<file path="config.mk">
export PLATFORM = sky130hd
export DESIGN_NAME = stage1
export DESIGN_NICKNAME = d
export VERILOG_FILES = /design/src/rtl/bpf_defs.sv /design/src/rtl/bpf_decode.sv /design/src/rtl/stage1.sv
export SDC_FILE = /design/constraint.sdc
export NUM_CORES = 1
export LEC_CHECK = 0
export BUFFER_PORTS_ARGS = -buffer_cell sky130_fd_sc_hd__buf_2
export CAP_MARGIN = 40
export CORE_ASPECT_RATIO = 1.2
export CORE_MARGIN = 2
export CORE_UTILIZATION = 48
export CTS_CLUSTER_SIZE = 40
export DETAILED_ROUTE_END_ITERATION = 12
export PLACE_DENSITY = 0.78
export SLEW_MARGIN = 20
export SYNTH_ARGS = -nofsm -noshare
export SYNTH_HDL_FRONTEND = slang
export SYNTH_HIERARCHICAL = 1
export SYNTH_SLANG_ARGS = --single-unit
</file>
<file path="constraint.sdc">
create_clock -name clk -period 1.6 [get_ports clk]
set_input_delay 0.16 -clock clk [delete_from_list [all_inputs] [get_ports clk]]
set_output_delay 0.16 -clock clk [all_outputs]
set_load 0.05 [all_outputs]
</file>
<file path="src/rtl/bpf_defs.sv">
// Shared BPF encodings, instruction field positions and the decoded-opcode
// bundle used by the decode, execute and writeback stages.
package bpf_defs;

    typedef enum logic [2:0] {
        CLS_LD, CLS_LDX, CLS_ST, CLS_STX, CLS_ALU, CLS_JMP, CLS_RET, CLS_MISC
    } bpf_cls_e;

    typedef enum logic [1:0] {SIZE_W, SIZE_H, SIZE_B} bpf_size_e;

    typedef enum logic [2:0] {
        MODE_IMM, MODE_ABS, MODE_IND, MODE_MEM, MODE_LEN, MODE_MSH
    } bpf_mode_e;

    typedef enum logic [3:0] {
        ALU_ADD, ALU_SUB, ALU_MUL, ALU_DIV, ALU_OR, ALU_AND,
        ALU_LSH, ALU_RSH, ALU_NEG, ALU_MOD, ALU_XOR
    } bpf_alu_e;

    typedef enum logic [2:0] {JMP_JA, JMP_JEQ, JMP_JGT, JMP_JGE, JMP_JSET} bpf_jmp_e;

    typedef enum logic [1:0] {RET_K, RET_X, RET_A} bpf_ret_e;

    // Bit positions inside the 64-bit instruction word.
    localparam int OPC_LSB = 48;
    localparam int JT_LSB  = 40;
    localparam int JF_LSB  = 32;
    localparam int K_LSB   = 0;

    typedef struct packed {
        logic [2:0] cls;
        logic [1:0] size;
        logic [2:0] mode;
        logic [3:0] alu_op;
        logic [2:0] jmp_op;
        logic       src_x;
        logic [1:0] ret_src;
        logic       misc_txa;
        logic       illegal;
    } bpf_dec_t;

endpackage

</file>
<file path="src/rtl/bpf_decode.sv">
// Combinational opcode decoder: splits a 16-bit BPF opcode into its
// overlapping field views and flags encodings that are not legal BPF.
module bpf_decode
    import bpf_defs::*;
(
    input  logic [15:0] opcode,
    output bpf_dec_t    dec
);

    always_comb begin
        dec          = '0;
        dec.cls      = opcode[2:0];
        dec.size     = opcode[4:3];
        dec.mode     = opcode[7:5];
        dec.alu_op   = opcode[7:4];
        dec.jmp_op   = opcode[6:4];
        dec.src_x    = opcode[3];
        dec.ret_src  = opcode[4:3];
        dec.misc_txa = opcode[7];

        case (opcode[2:0])
            CLS_LD, CLS_LDX: dec.illegal = (opcode[7:5] > MODE_MSH) || (opcode[4:3] == 2'd3);
            CLS_ALU:         dec.illegal = (opcode[7:4] > ALU_XOR);
            CLS_JMP:         dec.illegal = (opcode[6:4] > JMP_JSET);
            CLS_RET:         dec.illegal = (opcode[4:3] == 2'd3);
            default:         dec.illegal = 1'b0;
        endcase

        // The upper opcode byte is reserved in every class.
        if (opcode[15:8] != 8'd0) begin
            dec.illegal = 1'b1;
        end
    end

endmodule

</file>
<file path="src/rtl/stage1.sv">
// Decode stage: registers one fetched instruction with its decoded fields
// and hands it to execute over a valid/ready handshake; flushed on mispredict.
module stage1
    import bpf_defs::*;
#(
    parameter int PC_WIDTH = 10
) (
    input  logic                clk,
    input  logic                rst,
    input  logic                branch_mispredict,
    input  logic [63:0]         instr_in,
    input  logic [PC_WIDTH-1:0] pc_in,
    input  logic                prev_vld,
    output logic                rdy,
    input  logic                next_rdy,
    output logic                vld,
    output logic [2:0]          cls,
    output logic [1:0]          size,
    output logic [2:0]          mode,
    output logic [3:0]          alu_op,
    output logic [2:0]          jmp_op,
    output logic                src_x,
    output logic [1:0]          ret_src,
    output logic                misc_txa,
    output logic [7:0]          jt,
    output logic [7:0]          jf,
    output logic [31:0]         imm,
    output logic [PC_WIDTH-1:0] pc,
    output logic                illegal
);

    bpf_dec_t            dec_next;
    bpf_dec_t            dec_reg;
    logic                vld_reg;
    logic [7:0]          jt_reg;
    logic [7:0]          jf_reg;
    logic [31:0]         imm_reg;
    logic [PC_WIDTH-1:0] pc_reg;
    logic                capture;

    bpf_decode u_decode (
        .opcode (instr_in[OPC_LSB +: 16]),
        .dec    (dec_next)
    );

    // Ready never looks at prev_vld, so there is no combinational loop with fetch.
    assign rdy     = !vld_reg || next_rdy;
    assign capture = prev_vld && rdy && !branch_mispredict;

    always_ff @(posedge clk) begin
        if (rst) begin
            vld_reg <= 1'b0;
            dec_reg <= '0;
            jt_reg  <= '0;
            jf_reg  <= '0;
            imm_reg <= '0;
            pc_reg  <= '0;
        end else if (branch_mispredict) begin
            vld_reg <= 1'b0;
        end else if (capture) begin
            vld_reg <= 1'b1;
            dec_reg <= dec_next;
            jt_reg  <= instr_in[JT_LSB +: 8];
            jf_reg  <= instr_in[JF_LSB +: 8];
            imm_reg <= instr_in[K_LSB +: 32];
            pc_reg  <= pc_in;
        end else if (next_rdy) begin
            vld_reg <= 1'b0;
        end
    end

    assign vld      = vld_reg;
    assign cls      = dec_reg.cls;
    assign size     = dec_reg.size;
    assign mode     = dec_reg.mode;
    assign alu_op   = dec_reg.alu_op;
    assign jmp_op   = dec_reg.jmp_op;
    assign src_x    = dec_reg.src_x;
    assign ret_src  = dec_reg.ret_src;
    assign misc_txa = dec_reg.misc_txa;
    assign illegal  = dec_reg.illegal;
    assign jt       = jt_reg;
    assign jf       = jf_reg;
    assign imm      = imm_reg;
    assign pc       = pc_reg;

endmodule

</file>
======== After elaboration in Yosys (flattened, before gate mapping) ========
Index checks and enable logic that the tools add are counted.
cells by class
  eq/ne operators ......................... 5
  bitwise operators ....................... 1
  reductions and logical operators ........ 12
  mux-type cells .......................... 4
  order comparisons ....................... 3
operators by type and width
  operator                                              count
  == test 3 bit, second input constant                  3
  nonzero test 8 bit                                    1
  greater-than comparator 3 bit, second input constant  2
  greater-than comparator 4 bit, second input constant  1
  one-hot mux 1 bit (4 select lines)                    1
  OR reduction 2 bit                                    2
  == test 3 x 1 -> 1 bit, second input constant         1
  logical NOT 3 bit                                     1
  two-way mux 1 bit                                     3
  == test 2 bit, second input constant                  1
  logical AND 1 bit                                     2
  logical NOT 1 bit                                     2
  logical OR 1 bit                                      2
  AND reduction 2 bit                                   1
  nonzero test 2 bit                                    1
  NOT 1 bit                                             1
storage, ports and cells
  output and inout bits ................... 80
  logic and storage cells ................. 38
  flip-flop bits (word level) ............. 77
  input port bits ......................... 79

======== Longest topological paths before layout ========
Gate-level depths: netlist of run 1.
  word-level depth ........................ 5
  mapped depth ............................ 6
  mapped depth without buffers ............ 6

======== Modules after synthesis ========
Netlist of run 1, hierarchy kept.
modules (own cells, without submodules)
  module      sequential area each (µm²)  times used  cells an instance  area each (µm²)
  stage1      1581.5                      1           344                3530.9
  bpf_decode  0.0                         1           34                 224.0

======== Worst setup path after synthesis of run 1 ========
OpenSTA, ideal clock, no wires.
  path kind ............................... flip-flop to flip-flop
  from .................................... reg vld_reg, in the netlist vld
  to ...................................... reg imm_reg[27], in the netlist imm[27]
  stages on the path, launching flop included .. 7
  arrival time ............................ 1.449 ns
  setup time .............................. 0.119 ns
  required time ........................... 1.481 ns
  path slack .............................. 0.032 ns
  clock period less this slack ............ 1.568 ns
  path buffers ............................ 3
  cell sequence ........................... dfxtp_1 -> nor2b_4 -> nor3b_2 -> buf_4 -> buf_8 -> buf_8 -> mux2i_1
on the way
  cells in the longest elaborated chain, start to end .. 5
RTL lines
  what                                  line          source
  start: declaration                    stage1.sv:34  logic vld_reg;
  start signal: assignment              stage1.sv:52  vld_reg <= 1'b0;
  start signal: assignment              stage1.sv:59  vld_reg <= 1'b0;
  start signal: assignment              stage1.sv:61  vld_reg <= 1'b1;
  logical NOT 1 bit                     stage1.sv:47  assign rdy = !vld_reg || next_rdy;
  logical OR 1 bit                      stage1.sv:47
  logical AND 1 bit (2 in series)       stage1.sv:48  assign capture = prev_vld && rdy && !branch_mispredict;
  AND reduction 2 bit (no source line)  --
  end signal: assignment                stage1.sv:65  imm_reg <= instr_in[K_LSB +: 32];
  end: declaration                      stage1.sv:37  logic [31:0] imm_reg;
Every way passes these cells.
A chain may end at the register's enable or synchronous reset.

======== Final worst setup path of run 1 ========
  from .................................... reg vld_reg, in the netlist vld
  to ...................................... reg imm_reg[12], in the netlist imm[12]
The elaborated chain is that of the path after synthesis.

==> results of run 1 <==
per-layer routing:
layer / part of all wire (%) / vias up / wire length, µm / GRT usage [%]
met5: 0 / - / 0 / 0
met4: 1.5 / 0 / 109 / 7.81
met3: 7.3 / 9 / 541 / 4.59
met2: 48 / 91 / 3560 / 29.5
met1: 44 / 1282 / 3240 / 21.0
li1: - / 1446 / - / -
metrics by stage:
step | cell area (µm²) | instances | hold WS [ns] | power, W
5_1_grt | 4690 | 602 | 0.0248 | 0.00508
3_3_place_gp | 4430 | 586 | 0.382 | 0.00308
4_1_cts | 4690 | 602 | 0.0139 | 0.00493
2_1_floorplan | 3750 | 378 | 0.237 | 0.00288
3_5_place_dp | 4430 | 586 | 0.387 | 0.00310
6_report | 4690 | 602 | 0.0280 | 0.00487
layout make-up:
class | count | share of cell area, %
timing repair buffer | 161 | 18.2
sequential | 79 | 33.8
multi-input combinational | 252 | 40.0
clock inverter | 5 | 2.22
clock buffer | 11 | 3.23
tap | 92 | 2.46
inverter | 2 | 0.160
cells in the final DEF (no fill, tap or decap), drive strengths merged, types with 2 or more instances in the layout:
master | synthesis | routed
clkbuf | 17 | 11
o21ai | 2 | 2
inv | 2 | 2
buf | 28 | 161
nor3 | 2 | 2
clkinv | 0 | 2
nand2b | 156 | 156
bufinv | 0 | 3
mux2i | 78 | 78
a21oi | 2 | 2
nor4 | 2 | 2
nor2 | 3 | 3
dfxtp | 79 | 79
logic make-up after synthesis:
| group | count (synthesis) | share of synthesized area [%] |
|---|---|---|
| and+or+nand+nor | 166 | 27.7 |
| DFF | 79 | 42.1 |
| muxes | 78 | 20.8 |
| buffers and inverters | 47 | 8.10 |
| AOI/OAI and AO/OA | 8 | 1.30 |
power by group:
part           internal, W  switching (W)  total, W
logic             0.000323       0.000602  0.000925
clock network      0.00112       0.000704   0.00183
registers          0.00207      0.0000505   0.00212
total              0.00351        0.00136   0.00487
worst max path at each step:
stage | to | cells after the start
floorplan | imm[27]$_SDFFE_PP0P_ | 6
CTS | imm[12]$_SDFFE_PP0P_ | 4
global placement | imm[0]$_SDFFE_PP0P_ | 4
finish | imm[12]$_SDFFE_PP0P_ | 4
global route | imm[5]$_SDFFE_PP0P_ | 4
detailed placement | imm[12]$_SDFFE_PP0P_ | 4
critical path: stages, from the launching register on:
cell	delay, ns
dfxtp_1	0.32
nor2b_4	0.14
nor3b_4	0.28
buf_12	0.31
mux2i_1	0.24
==> results.py, run 1 <==
metrics = {
    "global_route": {
        "grt_use_total_pct": 17.5,
        "grt_pass1_vias": 2769,
        "grt_pass1_wl_um": 12300,
        "antenna_found_initial": 0,
        "grt-ovfl-total": 0,
        "grt_max_degree": 158,
    },
    "min_path": {
        "min_path_type": "in2reg",
        "hold_path_end": "vld$_SDFFE_PP0P_",
        "min_from": "branch_mispredict",
        "min_delay_path_depth": 2,
    },
    "detailed_routing": {
        "viasPerCell": 4.70,
        "routed_wl_um": 7450,
        "detail-route-antenna-nets": 0,
        "vias": 2828,
        "dr.pass1.iters": 4,
        "wire_per_inst_um": 12.4,
        "drt_first_iter_violations": 117,
        "drc": 0,
    },
    "logic_synthesis": {
        "ys_seq_area_share_pct": 42.1,
        "yosysWarnings": 6,
        "syn_avg_cell_area_um2": 9.93,
        "synth_ff_type": "dfxtp_1",
        "synth_commonest_cells": "nand2b_1 (156), dfxtp_1 (79), mux2i_1 (78), buf_4 (25), clkbuf_1 (17)",
        "synth_enable_flop_cells": 0,
        "synthCells": 378,
        "synth_area_mm2": 0.00375,
        "syn-num-nets": 457,
        "synth.distinct_cells": 20,
        "yosysMostFrequentCell": "nand2b_1",
        "synth_top_area_share_pct": 42.1,
        "synth.largest_area_cell": "dfxtp_1",
        "synth_area_leaders": "dfxtp_1 (42%), nand2b_1 (26%), mux2i_1 (21%)",
        "synth_async_sr_flop_share_pct": 0,
        "ys_ff_latch": 79,
    },
    "sta": {
        "setup_viol_count_final": 0,
        "drv_slew": 0,
        "period_share_pct": 87.9,
        "rsz0062_at_grt": "no",
        "worstMarginPinSlew_ns": 0.430,
        "min_period_ns": 1.41,
        "fin_worst_skew_ns": 0.00744,
        "setup_ws_ns": 0.194,
        "max_slew_margin_pct": 71.3,
        "finalHoldViolations": 0,
        "fin_setup_tns_ns": 0,
        "achievable-frequency_mhz": 711,
    },
    "clocking": {
        "cts_resized": 0,
        "clockRootBuffer": "clkbuf_8",
        "post-cts-setup-buffers": 0,
        "clock_sinks": 79,
        "htreeDepth": 3,
        "hold_buffers": 0,
        "numCtsBuffers": 9,
        "cts_tree": "done",
        "clk_pin_slew_ns": 0.08,
        "clock_latency_ns": 0.34,
        "cts_buffer_depth": 2,
    },
    "critical_path": {
        "r2r_end": "imm[12]$_SDFFE_PP0P_",
        "start_kind": "flip-flop",
        "endpoint_kind": "flip-flop",
        "reg2reg_depth": 4,
        "rrSetupSlack_ns": 0.19,
        "r2r_start": "vld$_SDFFE_PP0P_",
        "setup.worst_path.class": "reg2reg",
        "startpoint": "vld$_SDFFE_PP0P_",
        "worstPathMaxFanout": 40,
        "cp.arrival_ns": 1.66,
        "crit_required_ns": 1.86,
    },
    "floorplan": {
        "die_area_mm2": 0.00855,
        "core_mm2": 0.00762,
        "die_x_um": 84.7,
        "rows": 35,
        "num_io_pins": 159,
        "start_util_pct": 49.3,
        "die_h_um": 101,
    },
    "outcome": {
        "outcome": "finished clean",
    },
    "cells_and_area": {
        "finalNetCount": 584,
        "nFillCells": 681,
        "layout-drive-gt1-share_pct": 35.1,
        "register_area_mm2": 0.00158,
        "area_growth_pct": 24.8,
        "multi_input_area_mm2": 0.00188,
        "largest_reg_flops": 32,
        "finish.utilization_pct": 61.5,
        "num_antenna_cells": 0,
    },
    "placement": {
        "dp_hpwl_um": 5160,
        "portBuffers": 158,
        "place_congestion": 0.778,
        "post-place-ws_ns": 0.215,
    },
    "power_and_ir_drop": {
        "leakagePower_nw": 2.16,
        "max-vdd-ir-drop_mv": 0.629,
        "powerDensity_mw_per_mm2": 1040,
    },
    "flow_run": {
        "maxCapViolations": 0,
    },
}
Power figures use the tool's default switching activity.
==> run 2: changes to the inputs <==
--- a/config.mk
+++ b/config.mk
@@ -7,9 +7,11 @@
 export LEC_CHECK = 0
 export BUFFER_PORTS_ARGS = -buffer_cell sky130_fd_sc_hd__buf_2
 export CAP_MARGIN = 40
+export CELL_PAD_IN_SITES_DETAIL_PLACEMENT = 1
+export CELL_PAD_IN_SITES_GLOBAL_PLACEMENT = 2
 export CORE_ASPECT_RATIO = 1.2
 export CORE_MARGIN = 2
-export CORE_UTILIZATION = 48
+export CORE_UTILIZATION = 28
 export CTS_CLUSTER_SIZE = 40
 export DETAILED_ROUTE_END_ITERATION = 12
 export PLACE_DENSITY = 0.78
==> results.py, run 2 (same netlist as run 1, synthesis figures left out) <==
metrics = {
    "outcome": {
        "outcome": "finished clean",
    },
    "critical_path": {
        "reg2reg_depth": 4,
        "endpoint_kind": "flip-flop",
        "crit_required_ns": 1.86,
        "slowest_stage": "buf_12",
        "start_kind": "flip-flop",
        "max_stage_delay_ns": 0.36,
        "setup.worst_path.class": "reg2reg",
        "path_cells": "nor2b_4, nor3b_4, buf_12, mux2i_1",
        "cp.arrival_ns": 1.73,
        "worstPathMaxFanout": 47,
    },
    "cells_and_area": {
        "layout-drive-gt1-share_pct": 34.9,
        "finish.utilization_pct": 36.8,
        "final_cell_mix": "buf_2 (157), nand2b_1 (156), dfxtp_1 (79)",
        "final_common_cell": "buf_2",
        "area_growth_pct": 29.1,
        "fin_cells": 678,
        "num_antenna_cells": 0,
        "finalNetCount": 585,
        "largest_reg_flops": 32,
    },
    "power_and_ir_drop": {
        "intPower_w": 0.00368,
        "seq_power_share_pct": 41.3,
        "max-vdd-ir-drop_mv": 0.377,
        "power.share.clock_pct": 40.3,
        "p_sw_share_pct": 28.4,
        "leakagePower_nw": 2.18,
        "powerDensity_mw_per_mm2": 1060,
        "power_w": 0.00514,
        "p_comb_share_pct": 18.4,
        "switchingPower_w": 0.00146,
    },
    "detailed_routing": {
        "detail-route-antenna-nets": 0,
        "dr.pass1.iters": 4,
        "drt_first_iter_violations": 90,
        "vias": 2938,
        "viasPerCell": 4.33,
        "drc": 0,
        "wire_per_inst_um": 13.9,
        "routed_wl_um": 9440,
    },
    "sta": {
        "min_period_ns": 1.47,
        "rsz0062_at_grt": "no",
        "setup_viol_count_final": 0,
        "fin_setup_tns_ns": 0,
        "drv_slew": 0,
        "period_share_pct": 92.1,
        "worstMarginPinSlew_ns": 0.372,
        "finalHoldViolations": 0,
        "achievable-frequency_mhz": 679,
        "fin_worst_skew_ns": 0.00366,
        "max_slew_margin_pct": 75.0,
    },
    "clocking": {
        "hold_buffers": 0,
        "cts_buffer_depth": 2,
        "htreeDepth": 3,
        "clockRootBuffer": "clkbuf_16",
        "clock_sinks": 79,
        "post-cts-setup-buffers": 0,
        "cts_resized": 0,
        "cts_tree": "done",
        "clock_latency_ns": 0.33,
        "clk_pin_slew_ns": 0.06,
        "numCtsBuffers": 9,
    },
    "global_route": {
        "grt_max_degree": 78,
        "grt_use_total_pct": 13.1,
        "antenna_found_initial": 1,
        "grt-ovfl-total": 0,
        "grt_pass1_vias": 2967,
        "grt_pass1_wl_um": 14500,
    },
    "floorplan": {
        "start_util_pct": 28.5,
        "core_mm2": 0.0132,
        "die_area_mm2": 0.0144,
        "num_io_pins": 159,
        "die_h_um": 131,
        "rows": 46,
        "die_x_um": 110,
    },
    "placement": {
        "dpl.cell_count": 663,
        "place_congestion": 0.719,
        "dp_hpwl_um": 6940,
        "portBuffers": 158,
    },
    "flow_run": {
        "maxCapViolations": 0,
    },
    "min_path": {
        "min_delay_path_depth": 2,
        "min_path_type": "in2reg",
    },
}
## run 2: final cells by class
type | instances | area [µm²]
Fill cell | 1577 | 8330
Tap cell | 168 | 210
Sequential cell | 79 | 1580
Multi-Input combinational cell | 252 | 1880
Timing Repair Buffer | 162 | 873
Clock buffer | 12 | 256
Clock inverter | 3 | 42.5
Inverter | 2 | 7.51
## run 2: worst max-delay path, delay by kind of cell (launching register included)
| kind | cells | cell delay [ns] |
|---|---|---|
| simple gates | 2 | 0.44 |
| buf+inv | 1 | 0.36 |
| flops | 1 | 0.31 |
| mux | 1 | 0.26 |
## run 2: per-stage QoR
stage                     hold slack, ns  setup WS, ns  area [µm²]
after floorplan                    0.237        0.0320        3750
after global placement             0.378         0.257        4550
after global routing              0.0437        0.0310        4850
after CTS                         0.0242        0.0952        4850
after detailed placement           0.387         0.115        4550
final                             0.0378         0.127        4850
## run 2: worst paths after layout
path | start | end | slack [ns]
setup / recovery | vld$_SDFFE_PP0P_ | imm[21]$_SDFFE_PP0P_ | 0.13
hold / removal | branch_mispredict | vld$_SDFFE_PP0P_ | 0.04
setup reg to reg | vld$_SDFFE_PP0P_ | imm[21]$_SDFFE_PP0P_ | 0.13
hold reg to reg | pc[4]$_SDFFE_PP0P_ | pc[4]$_SDFFE_PP0P_ | 0.47
## run 2: per-layer routing
metal | routed length [µm] | track usage [%] | part of all wire [%]
met1 | 3950 | 15.3 | 42
met2 | 4560 | 21.5 | 48
met3 | 730 | 3.82 | 7.7
met4 | 195 | 6.85 | 2.1
met5 | 0 | 0 | 0
## run 2: power groups by stage
stage               combinational (W)  sequential [W]  clock, W
finish                       0.000947         0.00212   0.00207
detailed placement           0.000961         0.00217         0
floorplan                    0.000355         0.00252         0
CTS                          0.000963         0.00213   0.00217
global placement             0.000940         0.00216         0
global route                  0.00101         0.00214   0.00225
==> run 3: changes to the inputs <==
--- a/config.mk
+++ b/config.mk
@@ -15,6 +15,7 @@
 export CTS_CLUSTER_SIZE = 40
 export DETAILED_ROUTE_END_ITERATION = 12
 export PLACE_DENSITY = 0.78
+export RECOVER_POWER = 25
 export SLEW_MARGIN = 20
 export SYNTH_ARGS = -nofsm -noshare
 export SYNTH_HDL_FRONTEND = slang
==> results.py, run 3 (same netlist as run 1, synthesis figures left out) <==
metrics = {
    "critical_path": {
        "reg2reg_depth": 4,
        "start_kind": "flip-flop",
        "cp.arrival_ns": 1.73,
        "endpoint_kind": "flip-flop",
        "worstPathMaxFanout": 47,
        "setup.worst_path.class": "reg2reg",
        "crit_required_ns": 1.85,
    },
    "global_route": {
        "grt_use_total_pct": 13.1,
        "grt_pass1_vias": 2967,
        "grt-busiest-layer": "met2",
        "antenna_found_initial": 1,
        "grt_max_degree": 78,
        "use_met2_pct": 21.5,
        "grt-ovfl-total": 0,
        "grt_pass1_wl_um": 14500,
        "grtUsageMet3_pct": 3.82,
        "use_met1_pct": 15.3,
    },
    "sta": {
        "setup_ws_ns": 0.128,
        "worstMarginPinSlew_ns": 0.656,
        "rsz0062_at_grt": "no",
        "fin_setup_tns_ns": 0,
        "finalHoldViolations": 0,
        "drv_slew": 0,
        "setup_viol_count_final": 0,
        "period_share_pct": 92.0,
        "achievable-frequency_mhz": 679,
        "min_period_ns": 1.47,
        "fin_worst_skew_ns": 0.00377,
        "max_slew_margin_pct": 56.5,
    },
    "floorplan": {
        "rows": 46,
        "num_io_pins": 159,
        "die_area_mm2": 0.0144,
        "die_h_um": 131,
        "die_x_um": 110,
        "start_util_pct": 28.5,
        "core_mm2": 0.0132,
    },
    "flow_run": {
        "maxCapViolations": 0,
    },
    "detailed_routing": {
        "drt_first_iter_violations": 84,
        "dr.pass1.iters": 4,
        "detail-route-antenna-nets": 0,
        "viasPerCell": 4.33,
        "routed_wl_um": 9450,
        "wire_per_inst_um": 13.9,
        "vias": 2935,
        "drc": 0,
    },
    "cells_and_area": {
        "final_cell_mix": "nand2b_1 (156), buf_2 (119), dfxtp_1 (79)",
        "final_common_cell": "nand2b_1",
        "largest_reg_flops": 32,
        "layout-drive-gt1-share_pct": 27.5,
        "register_area_mm2": 0.00158,
        "finalNetCount": 585,
        "finish.utilization_pct": 36.4,
        "nFillCells": 1589,
        "area_growth_pct": 27.8,
        "num_antenna_cells": 0,
        "multi_input_area_mm2": 0.00188,
    },
    "min_path": {
        "min_path_type": "in2reg",
        "min_delay_path_depth": 2,
    },
    "clocking": {
        "cts_tree": "done",
        "cts_resized": 0,
        "post-cts-setup-buffers": 0,
        "numCtsBuffers": 9,
        "clk_pin_slew_ns": 0.06,
        "clock_sinks": 79,
        "clock_latency_ns": 0.33,
        "cts_buffer_depth": 2,
        "hold_buffers": 0,
        "clockRootBuffer": "clkbuf_16",
        "htreeDepth": 3,
    },
    "power_and_ir_drop": {
        "leakagePower_nw": 2.03,
        "powerDensity_mw_per_mm2": 1070,
        "max-vdd-ir-drop_mv": 0.377,
        "power_w": 0.00513,
    },
    "placement": {
        "dp_hpwl_um": 6940,
        "portBuffers": 158,
        "post-place-ws_ns": 0.115,
        "place_congestion": 0.719,
    },
    "outcome": {
        "outcome": "finished clean",
    },
}
## run 3: worst paths after layout
path                       from                   end  slack [ns]
max            vld$_SDFFE_PP0P_  imm[21]$_SDFFE_PP0P_        0.13
min           branch_mispredict      vld$_SDFFE_PP0P_        0.04
max reg2reg    vld$_SDFFE_PP0P_  imm[21]$_SDFFE_PP0P_        0.13
min reg2reg  pc[4]$_SDFFE_PP0P_    pc[4]$_SDFFE_PP0P_        0.47
## run 3: power by group
group	internal, W	switching, W
logic	0.000314	0.000619
registers	0.00207	0.0000536
clock network	0.00128	0.000787
total	0.00367	0.00146
## run 3: through the flow
| step | hold slack [ns] | cells | instance area [µm²] |
|---|---|---|---|
| 2_1_floorplan | 0.237 | 378 | 3750 |
| 3_3_place_gp | 0.378 | 663 | 4550 |
| 3_5_place_dp | 0.387 | 663 | 4550 |
| 4_1_cts | 0.0242 | 678 | 4850 |
| 5_1_grt | 0.0437 | 678 | 4800 |
| 6_report | 0.0376 | 678 | 4800 |
## run 3: layer usage
| metal | routed length [µm] | share of wire (%) |
|---|---|---|
| met4 | 198 | 2.1 |
| met1 | 3950 | 42 |
| met2 | 4580 | 48 |
| met5 | 0 | 0 |
| met3 | 718 | 7.6 |
## run 3: cell type report
type	instances	share of cell area, %
multi-input combinational	252	39.1
sequential	79	33.0
timing repair buffer	162	17.2
clock buffer	12	5.34
tap	168	4.38
clock inverter	3	0.886
inverter	2	0.156
## run 3: critical path, cell delays in order (launching register included)
cell     delay, ns
dfxtp_1       0.31
nor2b_4       0.14
nor3b_4       0.30
buf_12        0.36
mux2i_1       0.26
